$ cat config.mk
export PLATFORM = sky130hd
export DESIGN_NAME = vector_packer
export DESIGN_NICKNAME = d
export VERILOG_FILES = /design/src/rtl/vector_packer_pkg.sv /design/src/rtl/vector_packer.sv
export SDC_FILE = /design/constraint.sdc
export NUM_CORES = 1
export LEC_CHECK = 0
export ABC_AREA = 1
export BUFFER_PORTS_ARGS = -buffer_cell sky130_fd_sc_hd__buf_2
export CAP_MARGIN = 20
export CORE_ASPECT_RATIO = 0.8
export CORE_MARGIN = 2
export CORE_UTILIZATION = 60
export DETAILED_ROUTE_END_ITERATION = 10
export PLACE_DENSITY = 0.82
export SLEW_MARGIN = 10
export SYNTH_ARGS = -nofsm -noshare
export SYNTH_HDL_FRONTEND = slang
export SYNTH_SLANG_ARGS = --single-unit
export TNS_END_PERCENT = 100
$ cat constraint.sdc
create_clock -name clk -period 5.2 [get_ports clk]
set_input_delay 0.26 -clock clk [delete_from_list [all_inputs] [get_ports clk]]
set_output_delay 0.26 -clock clk [all_outputs]
set_load 0.01 [all_outputs]
$ cat src/rtl/vector_packer_pkg.sv
// vector_packer_pkg: shared state type, pad bit and width helpers for vector_packer.
// VECTOR_PACKER_PAD_ONES_EN selects a pad value of one instead of zero.
package vector_packer_pkg;

    typedef enum logic {FILL, FLUSH} state_t;

`ifdef VECTOR_PACKER_PAD_ONES_EN
    localparam logic PAD = 1'b1;
`else
    localparam logic PAD = 1'b0;
`endif

    function automatic int acc_w(input int in_w, input int out_w);
        return in_w + out_w - 1;
    endfunction

    function automatic int cnt_w(input int in_w, input int out_w);
        return $clog2(acc_w(in_w, out_w) + 1);
    endfunction

endpackage

$ cat src/rtl/vector_packer.sv
// vector_packer: packs IN_W-bit fields MSB-first into OUT_W-bit words, padding the frame tail.
// VECTOR_PACKER_PAD_ONES_EN (via vector_packer_pkg) makes the pad and reset fill all ones.
module vector_packer
    import vector_packer_pkg::*;
#(
    parameter int IN_W  = 5,
    parameter int OUT_W = 8
) (
    input  logic             clk,
    input  logic             areset,
    input  logic [IN_W-1:0]  in_data,
    input  logic             in_valid,
    input  logic             in_last,
    output logic             in_ready,
    output logic [OUT_W-1:0] out_data,
    output logic             out_valid,
    output logic             out_last,
    input  logic             out_ready
);

    localparam int ACC_W = acc_w(IN_W, OUT_W);
    localparam int CNT_W = cnt_w(IN_W, OUT_W);
    localparam logic [CNT_W-1:0] OW = CNT_W'(OUT_W);
    localparam logic [CNT_W-1:0] IW = CNT_W'(IN_W);
    localparam logic [ACC_W-1:0] ALL_PAD = {ACC_W{PAD}};
    // pad bits that refill the LSBs vacated by a word shift
    localparam logic [ACC_W-1:0] LOW_PAD = ALL_PAD & ~({ACC_W{1'b1}} << OUT_W);

    state_t            state, state_n;
    logic [ACC_W-1:0]  acc, acc_n;
    logic [CNT_W-1:0]  cnt, cnt_n;
    logic              in_fire, out_fire;

    always_comb begin
        in_ready  = (state == FILL) && (cnt < OW);
        out_valid = (cnt >= OW) || (state == FLUSH && cnt != '0);
        out_last  = (state == FLUSH) && (cnt <= OW) && (cnt != '0);
        out_data  = acc[ACC_W-1 -: OUT_W];
        in_fire   = in_valid && in_ready;
        out_fire  = out_valid && out_ready;
        acc_n     = acc;
        cnt_n     = cnt;
        state_n   = state;
        if (in_fire) begin
            acc_n[ACC_W-1-int'(cnt) -: IN_W] = in_data;
            cnt_n   = cnt + IW;
            state_n = in_last ? FLUSH : state;
        end else if (out_fire) begin
            acc_n   = (acc << OUT_W) | LOW_PAD;
            cnt_n   = (cnt > OW) ? cnt - OW : '0;
            state_n = out_last ? FILL : state;
        end
    end

    always_ff @(posedge clk or posedge areset) begin
        if (areset) begin
            state <= FILL;
            acc   <= ALL_PAD;
            cnt   <= '0;
        end else begin
            state <= state_n;
            acc   <= acc_n;
            cnt   <= cnt_n;
        end
    end

endmodule
Word-level counts from Yosys, hierarchy flattened --
Cells that the tools add are included.
Operators by class: $add $sub $neg 4, multiplexer cells 10, reductions and logical operators 11, shift operators 2, bitwise operators 1, magnitude comparators 4, equal/unequal tests 1
Operators by type and width (count):
- $neg A5 Y33 | 1
- $shift A5 B33 Y16 const A | 1
- $shiftx A5 B33 Y16 | 1
- $mux W12 | 2
- $bwmux W12 | 1
- $mux W4 | 3
- $logic_and A1 B1 Y1 | 6
- $sub A4 B4 Y5 const A | 1
- $add A4 B3 Y4 const B | 1
- $ge A4 B4 Y1 const B | 1
- $gt A4 B4 Y1 const B | 1
- $le A4 B4 Y1 const B | 1
- $lt A4 B4 Y1 const B | 1
- $mux W1 | 4
- $reduce_bool A2 Y1 | 2
- $reduce_bool A4 Y1 | 1
- $sub A4 B4 Y4 const B | 1
- $reduce_and A3 Y1 | 1
- $ne A2 B2 Y1 const B | 1
- $logic_or A1 B1 Y1 | 1
- $not A1 Y1 | 1
Storage, ports and cells: flip-flop bits (word level) 17, word-level logic and storage cells 36

Depth between registers and ports, before layout --
depth after elaboration 6, gate-level depth with buffers 17, depth with buffers taken out 17

Worst setup path after synthesis --
No wires, ideal clock.
kind register to register, start point reg cnt[2], end point reg acc[6], arrival time 2.158 ns, cell stages (with the launch flop) 18, clock period less this slack 2.275 ns, buffers on the path 0, setup slack 2.925 ns, setup time 0.117 ns, cell sequence dfrtp_1 -> inv_1 -> ha_1 -> inv_1 -> nor2_1 -> nand2_1 -> ha_1 -> inv_1 -> nor2_1 -> nand3_1 -> nand2_2 -> nand4_1 -> nand2_1 -> inv_2 -> nor2_1 -> nand2_1 -> nand3_1 -> nand2_1
On the way: longest elaborated chain between the ends 5, elaborated cells between the ends (all ways) 15, classes of those cells add/sub (2); order compare (2); shift (2); mux (2); reduce/logical (7)
RTL lines:
- start, declared | line vector_packer.sv:31 | logic [CNT_W-1:0] cnt, cnt_n;
- start signal, assigned | line vector_packer.sv:63 | cnt <= cnt_n;
- $sub A4 B4 Y5 or $reduce_bool A4 Y1 (tied branches) | line vector_packer.sv:45, vector_packer.sv:36
- $neg A5 Y33 or $logic_and A1 B1 Y1 (tied branches) | line vector_packer.sv:45, vector_packer.sv:36
- $shiftx A5 B33 Y16, or another cell as far along | line vector_packer.sv:45 | acc_n[ACC_W-1-int'(cnt) -: IN_W] = in_data;
- $bwmux W12 or $logic_and A1 B1 Y1 (tied branches) | line vector_packer.sv:45, vector_packer.sv:40
- $mux W12 or $reduce_bool A2 Y1 (tied branches)
- end signal, assigned | line vector_packer.sv:62 | acc <= acc_n;
- end, declared | line vector_packer.sv:30 | logic [ACC_W-1:0] acc, acc_n;
Parallel ways exist; a longest one is shown, timed or not. A chain may end at the register's enable or synchronous reset.

Final worst setup path --
start point reg cnt[0], end point reg acc[9]
Same word-level chain as after synthesis.

==> results_dict.tcl <==
set metrics [dict create \
    clock_latency_ns 0.31 \
    wl_met1_um 1800 \
    postCtsHoldBufs 0 \
    synth_area_per_cell_um2 6.75 \
    grt_overflow 0 \
    die_y_um 50.6 \
    antenna_found_initial 0 \
    nNetsFinal 270 \
    grt_pass1_wl_um 6500 \
    cpMaxStageDelayCell "dfrtp_1" \
    path_class "reg2reg" \
    maxCapViolCount 0 \
    drive_gt1_share_pct 17.6 \
    setup_viol_count_final 0 \
    wl_met3_um 432 \
    fp.dieArea_um2 3150 \
    grt_pass1_vias 1416 \
    highest_layer "met4" \
    via_per_inst 5.82 \
    cts_tree "yes" \
    rr_endpoint "acc[9]$_DFFE_PP0P_" \
    drt_wl_total_um 3910 \
    timing.rr.start "cnt[0]$_DFFE_PP0P_" \
    crit_required_ns 5.45 \
    synthTopCellsByArea "dfrtp_1 (26%), nand2_1 (14%), nand3_1 (13%)" \
    avgRoutedWirePerCell_um 13.7 \
    drc_errors 0 \
    netlist.area_leader.share_pct 26.1 \
    vias 1664 \
    synth_seq_cells 17 \
    rsz0062_at_grt "no" \
    ys.flop_type "dfrtp_1" \
    cts_root_buf "clkbuf_4" \
    crit_path_end_kind "flip-flop" \
    dp_hpwl_um 3000 \
    ioPinCount 21 \
    grt_max_degree 18 \
    fin_crit_sh_pct 60.5 \
    num_rows 16 \
    synth-warning-count 0 \
    initialDrtViolationCount 167 \
    fin_crit_ns 3.14 \
    clock-sinks 17 \
    cts_max_path_buffers 2 \
    initial_core_util_pct 65.0 \
    worstRegToRegCells 12 \
    drtPass1Iterations 5 \
    drv_slew 0 \
    worstPathCellList "inv_2, nor3_1, inv_1, nor2_1, ha_1, inv_1, nand2_1, o21ai_0, o21ai_1, o21ai_0, nand3_1, nand3_1" \
    synth_nets 260 \
    htree_levels 1 \
    gp_congestion 0.985 \
    synthTopCellsByCount "nand2_1 (62), nand3_1 (43), inv_1 (22)" \
    status "completed" \
    crit_end "acc[9]$_DFFE_PP0P_" \
    arrival_ns 3.40 \
    yosysTopAreaCell "dfrtp_1" \
    area_growth_pct 3.07 \
    worstMarginPinSlew_ns 0.675 \
    wl_met2_um 1610 \
    slew_headroom_pct 55.0 \
    yosysMostFrequentCell "nand2_1" \
    ys_seq_area_share_pct 26.1 \
    design.core.area_um2 2500 \
    clkTransAtPathRegs_ns 0.11 \
    fmax_mhz 318 \
    ys_types 29 \
    synth_edf_count 0 \
    worstPathMaxFanout 14 \
    numCtsBuffers 3 \
    cp_slowest_stage_delay_ns 0.61 \
    synthesis.area_um2 1630 \
    final.setup.tns_ns 0 \
    clock_skew_ns 0.00520 \
    fillers 232 \
    syn_inst 241 \
    gr-usage-all-layers_pct 26.2 \
    r2r_slack_ns 2.06 \
    async_flop_share_pct 100 \
    critPathLaunchType "flip-flop" \
    io_buffer_count 20 \
    die_w_um 62.2 \
    post_cts_buffers 0 \
    post_cts_resized 0 \
    drtAntennaViolNets 0 \
    crit_start "cnt[0]$_DFFE_PP0P_" \
    hold_path.class "in2async" \
    finalHoldViolations 0 \
    antennaDiodeCount 0 \
]
stage by stage:
step	instance area (um2)	util (%)	hold WS, ns	instances	setup slack, ns
2_1_floorplan	1630	-	0.186	241	2.92
3_3_place_gp	1650	66.0	0.376	282	2.35
3_5_place_dp	1650	66.0	0.398	282	2.19
4_1_cts	1680	67.1	0.0643	286	2.16
5_1_grt	1680	67.1	0.0924	286	1.72
6_report	1680	67.1	0.0300	286	2.06
worst min path at each step:
stage / endpoint / slack (ns) / depth (start not counted)
finish: acc[11]$_DFFE_PP0P_ / 0.03 / 2
global route: acc[11]$_DFFE_PP0P_ / 0.09 / 2
CTS: acc[11]$_DFFE_PP0P_ / 0.06 / 2
detailed placement: acc[11]$_DFFE_PP0P_ / 0.40 / 2
global placement: acc[0]$_DFFE_PP0P_ / 0.38 / 2
floorplan: acc[0]$_DFFE_PP0P_ / 0.19 / 1
state kept, by name (all words and copies together) (netlist names):
signal / flops
state: 1
acc: 12
cnt: 4
cell type report:
type | count | area (um2) | area share, %
Clock buffer | 3 | 22.5 | 1.34
Sequential cell | 17 | 425 | 25.4
Tap cell | 36 | 45.0 | 2.68
Timing Repair Buffer | 20 | 100 | 5.97
Clock inverter | 1 | 5.00 | 0.298
Inverter | 29 | 109 | 6.49
Multi-Input combinational cell | 180 | 971 | 57.9
kinds of logic after synthesis:
logic type | Yosys count | synth area share [%]
buf+inv | 44 | 14.2
xor+xnor | 1 | 1.00
fa+ha+maj | 9 | 7.38
simple gates | 137 | 38.8
flops | 17 | 26.1
compound gates | 33 | 12.5
per-layer routing:
metal / global-route usage (%) / vias up
met5: 0 / -
met4: 6.67 / 0
met3: 6.05 / 12
met2: 40.4 / 102
met1: 37.3 / 739
li1: - / 811
critical path: cells and delay by family, from the launching register on:
kind | cells | cell delay (ns)
AOI/OAI and AO/OA | 3 | 0.75
adders and majority gates | 1 | 0.30
buffers and inverters | 3 | 0.61
DFF | 1 | 0.61
and+or+nand+nor | 5 | 0.81
layout by cell type (no fill, tap or decap), types with 5 or more instances in the layout:
cell type / n
ha_1: 8
o21ai_0: 14
inv_1: 22
nor2_1: 14
o22ai_1: 5
dfrtp_1: 17
nand3_1: 43
buf_2: 20
inv_2: 6
nand4_1: 8
nand2_1: 62
Power is not shown: default switching activity piles up to over one toggle a cycle in this logic, so the estimate is an artifact.
